$ cat src/rtl/marble_launcher.sv
// ============================================================================
//  Module   : marble_launcher
//  Purpose  : Blue/red marble source for the top row of the tumble fabric.
//             Lever events from the bottom row trigger the next release;
//             interceptor capture or an empty hopper halts the run.
//  Options  : LAUNCHER_WATCHDOG_EN adds an in-flight timeout watchdog.
//  Revision : 1.0  initial release
// ============================================================================
`default_nettype none

module marble_launcher #(
   parameter int BLUE_COUNT = 8,
   parameter int RED_COUNT  = 8,
   parameter int CNT_W      = 4,
   parameter int TIMEOUT    = 255
) (
   input  logic             i_clk,
   input  logic             i_rst,
   input  logic             i_start,
   input  logic             i_start_sel,
   input  logic             i_reload,
   input  logic             i_lever_left,
   input  logic             i_lever_right,
   input  logic             i_intercept,
   output logic             o_left,
   output logic             o_right,
   output logic [CNT_W-1:0] o_blue_cnt,
   output logic [CNT_W-1:0] o_red_cnt,
   output logic             o_busy,
   output logic             o_halted,
   output logic             o_empty,
   output logic             o_timeout
);

   typedef enum logic [1:0] {
      ST_IDLE   = 2'd0,
      ST_LAUNCH = 2'd1,
      ST_FLIGHT = 2'd2,
      ST_HALT   = 2'd3
   } state_t;

   localparam logic [CNT_W-1:0] BLUE_INIT = CNT_W'(BLUE_COUNT);
   localparam logic [CNT_W-1:0] RED_INIT  = CNT_W'(RED_COUNT);

   state_t           state, state_nxt;
   logic [CNT_W-1:0] blue_cnt, blue_nxt;
   logic [CNT_W-1:0] red_cnt, red_nxt;
   logic             left_pulse, left_nxt;
   logic             right_pulse, right_nxt;
   logic             busy, halted;
   logic             empty_flag, empty_nxt;
   logic             launch_req, launch_red;
   logic             wdog_expired;
   logic             any_event;

   assign any_event = i_intercept | i_lever_left | i_lever_right;

   always_comb begin
      state_nxt  = state;
      blue_nxt   = blue_cnt;
      red_nxt    = red_cnt;
      left_nxt   = 1'b0;
      right_nxt  = 1'b0;
      empty_nxt  = empty_flag;
      launch_req = 1'b0;
      launch_red = 1'b0;

      if (i_reload) begin
         state_nxt = ST_IDLE;
         blue_nxt  = BLUE_INIT;
         red_nxt   = RED_INIT;
         empty_nxt = 1'b0;
      end else begin
         case (state)
            ST_IDLE: begin
               if (i_start) begin
                  launch_req = 1'b1;
                  launch_red = i_start_sel;
               end
            end
            ST_LAUNCH: state_nxt = ST_FLIGHT;
            ST_FLIGHT: begin
               // Intercept beats both levers; left lever beats right.
               if (i_intercept) begin
                  state_nxt = ST_HALT;
               end else if (i_lever_left) begin
                  launch_req = 1'b1;
               end else if (i_lever_right) begin
                  launch_req = 1'b1;
                  launch_red = 1'b1;
               end else if (wdog_expired) begin
                  state_nxt = ST_HALT;
               end
            end
            default: state_nxt = ST_HALT;
         endcase

         if (launch_req) begin
            if (!launch_red && blue_cnt != '0) begin
               state_nxt = ST_LAUNCH;
               left_nxt  = 1'b1;
               blue_nxt  = blue_cnt - 1'b1;
            end else if (launch_red && red_cnt != '0) begin
               state_nxt = ST_LAUNCH;
               right_nxt = 1'b1;
               red_nxt   = red_cnt - 1'b1;
            end else begin
               state_nxt = ST_HALT;
               empty_nxt = 1'b1;
            end
         end
      end
   end

   always_ff @(posedge i_clk) begin
      if (i_rst) begin
         state       <= ST_IDLE;
         blue_cnt    <= BLUE_INIT;
         red_cnt     <= RED_INIT;
         left_pulse  <= 1'b0;
         right_pulse <= 1'b0;
         busy        <= 1'b0;
         halted      <= 1'b0;
         empty_flag  <= 1'b0;
      end else begin
         state       <= state_nxt;
         blue_cnt    <= blue_nxt;
         red_cnt     <= red_nxt;
         left_pulse  <= left_nxt;
         right_pulse <= right_nxt;
         busy        <= (state_nxt == ST_LAUNCH) || (state_nxt == ST_FLIGHT);
         halted      <= (state_nxt == ST_HALT);
         empty_flag  <= empty_nxt;
      end
   end

`ifdef LAUNCHER_WATCHDOG_EN
   localparam int FC_W = $clog2(TIMEOUT + 1);

   logic [FC_W-1:0] flight_cnt;
   logic            timeout_flag;

   // Counter reads zero in the first FLIGHT cycle, so TIMEOUT-1 marks the last one.
   assign wdog_expired = (flight_cnt == FC_W'(TIMEOUT - 1));

   always_ff @(posedge i_clk) begin
      if (i_rst || i_reload) begin
         flight_cnt   <= '0;
         timeout_flag <= 1'b0;
      end else begin
         flight_cnt <= (state == ST_FLIGHT) ? flight_cnt + 1'b1 : '0;
         if (state == ST_FLIGHT && !any_event && wdog_expired)
            timeout_flag <= 1'b1;
      end
   end

   assign o_timeout = timeout_flag;
`else
   // Watchdog compiled out: expiry is a constant false for any legal TIMEOUT.
   assign wdog_expired = (TIMEOUT < 0) && any_event;
   assign o_timeout    = 1'b0;
`endif

   assign o_left     = left_pulse;
   assign o_right    = right_pulse;
   assign o_blue_cnt = blue_cnt;
   assign o_red_cnt  = red_cnt;
   assign o_busy     = busy;
   assign o_halted   = halted;
   assign o_empty    = empty_flag;

endmodule

`default_nettype wire

$ cat config.mk
export PLATFORM = sky130hd
export DESIGN_NAME = marble_launcher
export DESIGN_NICKNAME = d
export VERILOG_FILES = /design/src/rtl/marble_launcher.sv
export SDC_FILE = /design/constraint.sdc
export NUM_CORES = 1
export LEC_CHECK = 0
export ABC_AREA = 1
export CAP_MARGIN = 20
export CELL_PAD_IN_SITES_DETAIL_PLACEMENT = 1
export CELL_PAD_IN_SITES_GLOBAL_PLACEMENT = 2
export CORE_MARGIN = 8
export CORE_UTILIZATION = 25
export CTS_CLUSTER_DIAMETER = 150
export DETAILED_ROUTE_END_ITERATION = 10
export PLACE_DENSITY_LB_ADDON = 0.25
export SLEW_MARGIN = 5
export SYNTH_ARGS = -nofsm -noshare
export SYNTH_HDL_FRONTEND = slang
export SYNTH_SLANG_ARGS = --single-unit
$ cat constraint.sdc
create_clock -name i_clk -period 1.8 [get_ports i_clk]
set_input_delay 0.18 -clock i_clk [delete_from_list [all_inputs] [get_ports i_clk]]
set_output_delay 0.18 -clock i_clk [all_outputs]
set_load 0.1 [all_outputs]
==> Yosys cells after proc, flatten, opt, wreduce, memory -nomap -nowiden <==
Cells that the tools add are included.
W data, S select, Z words.
{ "op_classes": {"addsub": 2, "eq_ne": 5, "mux": 19, "n_bitwise": 3, "reduce_logical": 13} }
{ "ops": {"columns": ["operator", "count"], "rows": [
  ["$mux W1", 11],
  ["$mux W2", 5],
  ["$reduce_bool A4 Y1", 2],
  ["$sub A4 B1 Y4 const B", 2],
  ["$eq A2 B2 Y1 const B", 3],
  ["$pmux W2 S3", 1],
  ["$reduce_and A3 Y1", 2],
  ["$eq A2 B1 Y1 const B", 2],
  ["$pmux W1 S2", 2],
  ["$reduce_or A4 Y1", 1],
  ["$not A1 Y1", 3],
  ["$reduce_or A3 Y1", 1],
  ["$logic_and A1 B1 Y1", 2],
  ["$logic_not A2 Y1", 1],
  ["$reduce_and A2 Y1", 1],
  ["$reduce_or A2 Y1", 1],
  ["$logic_not A1 Y1", 1],
  ["$logic_or A1 B1 Y1", 1]
]} }
{ "word_totals": {"reg_bits": 15, "inputBits": 8, "out_inout_bits": 14, "wordCells": 50} }

==> Logic depth before layout (Yosys ltp) <==
{ "depth": {"depth_word": 12, "ltp_mapped": 11, "mapped_depth_nobuf": 11} }

==> Worst setup path after synthesis <==
No wires, ideal clock.
{ "synth_timing": {"path_kind": "register to register", "startpoint": "register blue_cnt[0], in the netlist o_blue_cnt[0]", "endpoint": "register busy, in the netlist o_busy", "setup_time_ns": 0.109, "t_arrival_ns": 2.202, "required_time_ns": 1.691, "path_slack_ns": -0.512, "stages_incl_launch_ff": 12, "n_path_buf": 0, "synth_period_minus_slack_ns": 2.312, "path_cell_list": "dfxtp_1 > inv_1 > ha_1 > inv_1 > nor2_1 > nand2_1 > nand3_2 > nand3_2 > a21oi_1 > ha_1 > inv_1 > nor2_1"} }
{ "synth_between": {"elab_chain_cells": 7, "elab_cells_between_ends": 8, "classes_between": "eq/ne: 2; mux: 3; reduce/logical: 3"} }
{ "synth_lines": {"columns": ["item", "line", "source"], "rows": [
  ["start, declared", "46", "logic [CNT_W-1:0] blue_cnt, blue_nxt;"],
  ["start signal, assigned", "127", "blue_cnt <= blue_nxt;"],
  ["$reduce_bool A4 Y1 *", "99", "if (!launch_red && blue_cnt != '0) begin"],
  ["$logic_and A1 B1 Y1 *", "99", null],
  ["$mux W2 *", "99", null],
  ["$mux W2 *", "98", "if (launch_req) begin"],
  ["$mux W2 *", "68", "if (i_reload) begin"],
  ["via state_nxt[1]", "45", "state_t state, state_nxt;"],
  ["$eq A2 B1 Y1 / $eq A2 B2 Y1 (equally long branches)", "131", "busy <= (state_nxt == ST_LAUNCH) || (state_nxt == ST_FLIGHT);"],
  ["$logic_or A1 B1 Y1 *", "131", null],
  ["end signal, assigned", "131", null],
  ["end, declared", "50", "logic busy, halted;"]
]} }
Mark *: on every way through the listed nets, which the timed path passes. The rest lies on a longest branch.
A chain may end at the register's enable or synchronous reset.

==> Final worst setup path <==
Ends and elaborated chain as after synthesis.

==> impl_summary.md <==
Drt
The first routing iteration left 21 violations. The post-route DRC violation count is 0. The number of nets still failing antenna checks after routing is 0. The iteration count of the initial detailed-routing pass is 4. Dividing the detail-routed wire length by the instance count gives 10.87 µm. The total number of vias is 696. The number of vias per cell is 4.296. The final layout contains routed wiring with a total length of 1.761 mm.

GRT
Entering global routing, the biggest net connects 9 pins. For this run the aggregate overflow at the end of global routing stands at 0. Across every metal layer, demand over resource in global routing totals 7.724%.

The first global-routing pass estimated 3.160 mm of wire. The number of global-route vias before repair is 702. The initial antenna violation count was 0.

CTS
After clock tree synthesis, the clock-pin slew on the worst setup and hold paths is 90 ps. The clock sink total is 15. TritonCTS built the clock tree. The number of setup buffers added after CTS is 0.

For the worst-skew pair, the clock arrives at the later sink with an insertion delay of 280 ps. After clock tree synthesis, the flow added hold-fix buffers numbering 0. The deepest clock path buffer count is 2.

The root buffer selected by CTS is clkbuf_4. Once the clock tree was built, the resizer swapped 0 gates to a different size. CTS built an H-tree with a depth of 1.

Buffers inserted during clock tree synthesis total 3.

Synthesis
By area, the combinational part of the netlist is dominated by simple AND/OR/NAND/NOR gates. The count of different cell masters after synthesis is 21. The share of synthesized cell area in and, or, nand and nor gates is 32.18%. After synthesis, the share of cell area in mux cells is 0%. After synthesis the cells add up to 762.0 µm². The sequential-to-total area share from yosys stat is 39.41%. The synthesized design contains 15 register bits. Summing the areas of all compound-gate instances in the mapped netlist gives 8.046% of the synthesized area.

When the netlist entered floorplanning its net count stood at 115. The number of instances in the synthesized netlist is 103. The average instance in the mapped netlist occupies 7.398 µm².

The total number of yosys warnings is 0. The adder-cell share of the synthesized area is 6.568%. Summing the areas of all xor and xnor instances in the mapped netlist gives 3.448% of the synthesized area.

Floorplan
The die covers 5070 µm². Pin placement for this block handled 22 I/O pins. The initial utilization of the core area, before any placement, comes to 25.59%. After floorplanning, the core was divided into 20 placement rows. The die outline height is 71.21 µm.

The core region is 2978 µm². The die is 71.21 µm wide.

Hold path
The path class of the tightest hold or removal check is reg -> reg.

Placed design
OpenSTA, run right after detailed placement, puts the worst setup slack at 76.68 ps. Buffers placed on the I/O ports in this run total 20. The congestion estimate from routability-driven global placement came to 0.7004. Detailed placement ended at an HPWL of 1.439 mm.

Run status
The run finished with clean final reports.

Timing
The hold violation count in the final report is 0. The max-slew violation total from the final report came to 0. Across all hold checks on the routed design, the worst slack comes to 474.6 ps. For this run, the top clock speed supported by timing is 643.5 MHz. Setup repair after global routing left no endpoint under its margin. The total negative slack is 0 ps. Setup slack closes at 245.9 ps. The total setup violations reported at the end of the flow is 0. The final period utilization is 86.34%.

For the final database, setup skew stands at 1.781 ps. The post-route minimum period is 1554 ps.

Critical path
The delay of the slowest cell on the worst path is 360 ps. The kind of cell with the highest combined delay on the critical path is adder cells. The worst setup path is of the reg -> reg kind. The worst setup path is launched from a register.

Walking the worst path, the cells encountered are inv_1 -> ha_1 -> inv_1 -> nor2_1 -> nand2_1 -> nand3_2 -> nand3_2 -> a21oi_1 -> ha_1 -> inv_1 -> nor2_1. The slowest stage of the critical path is the dfxtp_4 cell. The cell seen most often among critical-path stages is inv_1. The critical path data required time is 1980 ps. Of all nets on the critical path, the largest fanout is 4. The nature of the critical path endpoint is a register. The number of buffers and inverters on the critical path is 3. Data arrives at the worst endpoint at 1730 ps.

Run
The tool flagged a number of max-cap violations equal to 0.

Cells and area
Once layout is complete, the utilization of the core stands at 34.66%. Compared with the post-synthesis result, the final layout area differs by 35.47%. The total inserted antenna cells is 0.

The net count of the finished layout is 142. The fraction of layout cells with a size suffix above 1 is 29.46%.

Power
For this design the ratio of total power to cell area is 794.8 nW/µm². The analysis attributes to cell leakage a power of 0.4964 nW. The peak ir drop on the vdd network is 0.5228 mV.
-- cell usage in the layout (no fill, tap or decap), types with 3 or more instances in the layout --
cell and count:
nand2_1 18, inv_1 16, buf_4 16, nor2_1 15, nand3_1 9, clkdlybuf4s50_1 7, dfxtp_1 7, a21oi_1 6
ha_1 4, dfxtp_4 4, dfxtp_2 4, nand2_2 3, clkbuf_4 3
-- power breakdown --
| group | internal, W | switching [W] |
|---|---|---|
| sequential | 0.000346 | 0.0000124 |
| clock | 0.0000859 | 0.000104 |
| combinational | 0.0000790 | 0.000193 |
| total | 0.000511 | 0.000309 |
-- path summary, 6_finish.rpt --
kind                  from      end  slack [ps]  depth (start not counted)
max          o_blue_cnt[0]   o_busy         250                         11
max reg2reg  o_blue_cnt[0]   o_busy         250                         11
min                o_empty  o_empty         470                          2
min reg2reg        o_empty  o_empty         470                          2
-- through the flow --
stage,cell area [µm²],instances,total power [W]
after detailed placement,1006,158,0.0006426
final,1032,162,0.0008204
after floorplan,782.0,103,0.0005745
after global routing,1032,162,0.0008727
after CTS,1032,162,0.0008413
after global placement,1006,158,0.0006410
-- worst min-delay path: cells and delay by family (launching register included) --
| family | cells | cell delay [ps] |
|---|---|---|
| DFF | 1 | 330 |
| buffers and inverters | 1 | 50 |
| AOI/OAI and AO/OA | 1 | 50 |
-- logic make-up after synthesis --
kind of cell             after synthesis
other                                  1
AO/OA/AOI/OAI                         11
XOR/XNOR                               3
adder cells (fa/ha/maj)                4
flip-flops                            15
AND/OR/NAND/NOR                       50
buffers and inverters                 19
-- registers in the layout (all words and copies together), names as in the netlist --
register    flops
o_red_cnt       4
o_blue_cnt      4
o_empty         1
state           2
o_busy          1
o_left          1
o_halted        1
o_right         1
-- cell usage after synthesis, drive strengths merged --
cell type,n,area share [%]
xnor2,1,1.1
conb,1,0.49
buf,1,0.99
o21ai,3,2.0
inv,18,8.9
nand2,22,13
dfxtp,15,39
xor2,2,2.3
a21oi,7,5.1
o21bai,1,0.99
nand3,11,8.5
nor2,17,11
ha,4,6.6
-- layout make-up --
type	count	area, µm²
Fill cell	379	1946
Multi-Input combinational cell	69	386.6
Sequential cell	15	320.3
Timing Repair Buffer	23	190.2
Inverter	18	67.56
Tap cell	33	41.29
Clock buffer	4	26.28
-- routing by layer --
| metal | vias up | GRT usage, % | part of all wire [%] |
|---|---|---|---|
| li1 | 366 | - | - |
| met1 | 314 | 8.442 | 44 |
| met2 | 14 | 12.45 | 46 |
| met3 | 2 | 4.379 | 8.3 |
| met4 | 0 | 2.079 | 0.85 |
| met5 | - | 0 | 0 |
No activity file was read; power rests on OpenSTA's default activity.
==> RTL edit 1 (same flow settings) <==
Change the parameter `CNT_W` from 4 to 3.
--- a/src/rtl/marble_launcher.sv
+++ b/src/rtl/marble_launcher.sv
@@ -11,7 +11,7 @@
 module marble_launcher #(
    parameter int BLUE_COUNT = 8,
    parameter int RED_COUNT  = 8,
-   parameter int CNT_W      = 4,
+   parameter int CNT_W      = 3,
    parameter int TIMEOUT    = 255
 ) (
    input  logic             i_clk,
Ports: changed (resized o_blue_cnt and o_red_cnt); port bits go from 22 to 20. The function was not compared with the original's and may differ.
==> RTL edit 1 against the unedited design <==
- wire length is 9.0% lower
- critical path type unchanged
- worst setup slack improved by 38 ps
- sequential cell count shrank 2
- design area shrank 7.4%
- via count shrank 8.9%
- core utilization is 0.30 points higher
- synthesized cell count down 5.8%
- critical endpoint unchanged
- area after synthesis decreased by 5.7%
Power is not compared: it rests on default switching activity, and its combinational part moved more than twofold at a synthesized area within 25%.
==> RTL edit 1: results (changes against the unedited design) <==
qor: yosys.synth.net_count 110 [was 115]
qor: run_status.run_status finished, final reports clean [unchanged]
qor: setup_path.critPathMaxFanout 5 [was 4]
qor: place.place.detailed.hpwl 1.36 mm [was 1.44 mm]
qor: yosys.yosys.cell_types.count 20 [was 21]
qor: setup_path.worst_path_largest_cell_delay 350 ps
qor: min_path.min_delay_path_depth 2 [unchanged]
qor: detailed_routing.drt-total-wl 1.60 mm [was 1.76 mm]
qor: place.placedInstanceArea 930 µm² [was 0.00101 mm²]
qor: place.port_buffers 18 [was 20]
qor: detailed_routing.wl_met1 751 µm [was 781 µm]
qor: layout.drive_gt1_share 32.5% [was 29.5%]
qor: global_routing.wire_length_of_the_first_global_routing_pass 2.80 mm [was 3.16 mm]
qor: yosys.synth-seq-area-share 36.2% [was 39.4%]
qor: layout.finish.net_count 134 [was 142]
qor: detailed_routing.drt_first_iter_violations 18 [was 21]
qor: power_and_ir_drop.ir_drop 0.250 mV
qor: detailed_routing.detailroute.wirelength.met2 737 µm [was 818 µm]
qor: setup_path.critical_path.slowest_cell dfxtp_4 [unchanged]
qor: timing.worst_clock_skew 2.75 ps [was 1.78 ps]
qor: global_routing.grt_util_met3 2.86% [was 4.38%]
qor: yosys.synth-adder-area-share 8.71% [was 6.57%]
qor: global_routing.globalRouteMet1Util 8.27% [was 8.44%]
qor: detailed_routing.vias 634 [was 696]
qor: layout.nFillCells 347 [was 379]
qor: detailed_routing.met3_wirelength 94 µm [was 146 µm]
qor: global_routing.combined_global_route_utilization_of_all_metal_layers 7.04% [was 7.72%]
qor: global_routing.vias_in_the_first_global_route 633 [was 702]
qor: global_routing.met2_usage_grt 10.5% [was 12.4%]
qor: yosys.synth_async_sr_flop_share 0% [unchanged]
qor: yosys.synth_xor_area_share 2.44% [was 3.45%]
qor: place.routabilityCongestion 0.715 [was 0.700]
qor: global_routing.grt_start_max_net_pins 8 [was 9]
qor: yosys.synth_top_cells_by_area dfxtp_1 (36%), inv_1 (8.9%), nand2_1 (8.9%) [was dfxtp_1 (39%), nand2_1 (8.9%), inv_1 (7.9%)]
qor: yosys.synth_compound_gate_area_share 5.40% [was 8.05%]
==> RTL edit 1: cell count changes after synthesis, sizes merged <==
cell	unedited run	this run
ha	4	5
o21ai	3	2
clkinv	0	1
o21bai	1	0
dfxtp	15	13
nor2	17	20
a21oi	7	5
nand3	11	5
xnor2	1	0
nand4	0	2
==> RTL edit 1: layout make-up <==
cell class              count  area (µm²)  share of cell area, %
clock buffers               4        26.3                   2.75
inverters                  19        72.6                   7.59
multi-input cells          64         378                   39.5
flip-flops and latches     13         273                   28.5
well taps                  31        38.8                   4.06
repair buffers             20         168                   17.5
==> RTL edit 1: worst paths after layout <==
kind                 from       to  slack, ps
max          o_red_cnt[0]   o_busy        280
min               o_empty  o_empty        470
max reg2reg  o_red_cnt[0]   o_busy        280
min reg2reg       o_empty  o_empty        470
==> RTL edit 1: power groups by stage <==
| stage | sequential [mW] | combinational [mW] | clock, mW |
|---|---|---|---|
| floorplan | 0.335 | 0.0587 | 0 |
| global placement | 0.303 | 0.128 | 0 |
| detailed placement | 0.304 | 0.128 | 0 |
| CTS | 0.297 | 0.129 | 0.195 |
| global route | 0.297 | 0.138 | 0.203 |
| finish | 0.296 | 0.127 | 0.181 |
==> RTL edit 1: metrics by stage <==
step                      setup WS [ps]  hold slack (ps)  std cells  total power, mW
after floorplan                    15.7              251         97            0.394
after global placement             77.7              461        147            0.431
after detailed placement           50.1              461        147            0.432
after CTS                           271              474        151            0.620
after global routing               72.7              493        151            0.639
final                               284              466        151            0.604
==> RTL edit 1: logic make-up after synthesis <==
family / count (synthesis)
AND/OR/NAND/NOR: 49
adder cells (fa/ha/maj): 5
flip-flops: 13
buffers and inverters: 20
XOR/XNOR: 2
other: 1
AO/OA/AOI/OAI: 7
==> RTL edit 2 (config.mk and constraints unchanged) <==
Without the edit above. Register the output `o_blue_cnt` once more; this adds one clock of latency there. The other outputs are not delayed to match.
--- a/src/rtl/marble_launcher.sv
+++ b/src/rtl/marble_launcher.sv
@@ -163,7 +163,9 @@
 
    assign o_left     = left_pulse;
    assign o_right    = right_pulse;
-   assign o_blue_cnt = blue_cnt;
+   always_ff @(posedge i_clk) begin
+      o_blue_cnt <= blue_cnt;
+   end
    assign o_red_cnt  = red_cnt;
    assign o_busy     = busy;
    assign o_halted   = halted;
Behaviour: not the same (a bounded check fails within 4 cycles, from zero or initial values and one cycle with i_rst high).
==> RTL edit 2 against the unedited design <==
- via count grew 6.3%
- worst setup slack lost 44 ps
- synthesized cell count grew 3.9%
- design area grew 8.5%
- wire length grew 9.8%
- critical path depth is the same
- area after synthesis grew 11%
- sequential cell count grew 4
- power grew 15%
- largest cell class is now registers
==> RTL edit 2: results (changes against the unedited design) <==
qor: setup_path.critical_path.endpoint_type flip-flop [unchanged]
qor: clock_tree.worst_skew_pair.late_latency 300 ps [was 280 ps]
qor: detailed_routing.met3_wirelength 108 µm [was 146 µm]
qor: global_routing.vias_in_the_first_global_route 784 [was 702]
qor: yosys.synth_xor_area_share 3.12% [was 3.45%]
qor: yosys.synth_compound_gate_area_share 7.28% [was 8.05%]
qor: clock_tree.cts_resized 0 [unchanged]
qor: run_status.run_status finished, final reports clean [unchanged]
qor: timing.final_period_utilization 88.8% [was 86.3%]
qor: detailed_routing.detailedRoute.firstPassIterationCount 3 [was 4]
qor: clock_tree.cts_max_level 1 [unchanged]
qor: detailed_routing.post_drt_via_cell_ratio 4.13 [was 4.30]
qor: setup_path.crit_arrival 1800 ps [was 1730 ps]
qor: yosys.synth.cells.most_frequent dfxtp_1 (19), nand2_1 (18), inv_1 (16) [was nand2_1 (18), inv_1 (16), dfxtp_1 (15), nor2_1 (15), nand3_1 (9)]
qor: global_routing.wire_length_of_the_first_global_routing_pass 3.28 mm [was 3.16 mm]
qor: layout.drive_gt1_share 26.3% [was 29.5%]
qor: detailed_routing.detailroute.wirelength.met2 899 µm [was 818 µm]
qor: setup_path.r2r_slack 200 ps [was 250 ps]
qor: clock_tree.clock_tree.buffer_depth 2 [unchanged]
qor: setup_path.worst_path_largest_cell_delay 360 ps [about the same]
qor: detailed_routing.wl_met1 877 µm [was 781 µm]
qor: power_and_ir_drop.p_leak 0.532 nW [was 0.496 nW]
qor: layout.finish.net_count 146 [was 142]
qor: global_routing.combined_global_route_utilization_of_all_metal_layers 7.92% [was 7.72%]
qor: yosys.synth-adder-area-share 5.94% [was 6.57%]
qor: global_routing.antenna_found_initial 0 [unchanged]
qor: place.dp_slack 65.9 ps [was 76.7 ps]
qor: power_and_ir_drop.ir_drop 0.295 mV [was 0.523 mV]
qor: layout.nFillCells 413 [was 379]
qor: global_routing.grt_start_max_net_pins 12 [was 9]
qor: yosys.synth-seq-area-share 45.2% [was 39.4%]
qor: clock_tree.clkTransAtPathRegs 110 ps [was 90 ps]
qor: place.routabilityCongestion 0.730 [was 0.700]
qor: detailed_routing.drt_first_iter_violations 27 [was 21]
qor: setup_path.critical_path.slowest_cell dfxtp_1 [was dfxtp_4]
qor: place.place.detailed.hpwl 1.53 mm [was 1.44 mm]
qor: timing.worst_clock_skew 9.02 ps [was 1.78 ps]
qor: yosys.synth_top_cells_by_area dfxtp_1 (45%), nand2_1 (8.0%), inv_1 (7.1%) [was dfxtp_1 (39%), nand2_1 (8.9%), inv_1 (7.9%)]
qor: yosys.synth.net_count 119 [was 115]
qor: detailed_routing.drt-total-wl 1.93 mm [was 1.76 mm]
-- RTL edit 2: changes by cell type after synthesis, sizes merged --
cell,unedited run,this run
dfxtp,15,19
-- RTL edit 2: kinds of logic (layout without fill, tap and decap cells) --
family	after synthesis	after routing
AO/OA/AOI/OAI	11	11
flip-flops	19	19
AND/OR/NAND/NOR	50	50
buffers and inverters	19	45
XOR/XNOR	3	3
adder cells (fa/ha/maj)	4	4
other	1	1
-- RTL edit 2: layout make-up --
type	instances	area, µm²	area share, %
clock inverters	1	5.00	0.447
clock buffers	3	22.5	2.01
flip-flops and latches	19	390	34.9
inverters	18	67.6	6.03
repair buffers	23	190	17.0
multi-input cells	69	387	34.5
well taps	46	57.6	5.14
-- RTL edit 2: stage by stage --
| step | area, µm² | hold slack [ps] | cells |
|---|---|---|---|
| 5_1_grt | 1120 | 385 | 179 |
| 4_1_cts | 1120 | 381 | 179 |
| 3_3_place_gp | 1090 | 361 | 175 |
| 3_5_place_dp | 1090 | 363 | 175 |
| 2_1_floorplan | 852 | 251 | 107 |
| 6_report | 1120 | 380 | 179 |
-- RTL edit 2: final timing paths --
kind | from | endpoint | cells past startpoint
worst min-delay path | blue_cnt[1] | o_blue_cnt[1] | 0
worst max-delay path | blue_cnt[0] | o_busy | 11
worst max register to register | blue_cnt[0] | o_busy | 11
worst min register to register | blue_cnt[1] | o_blue_cnt[1] | 0
-- RTL edit 2: power breakdown --
group	internal (mW)	switching [mW]	leakage, nW
Sequential	0.441	0.0133	0.157
Combinational	0.0791	0.194	0.357
Clock	0.0829	0.137	0.0177
-- RTL edit 2: per-layer routing --
metal	up-vias	track usage (%)
li1	377	-
met1	344	8.44
met2	14	13.2
met3	5	2.83
met4	0	4.66
met5	-	0
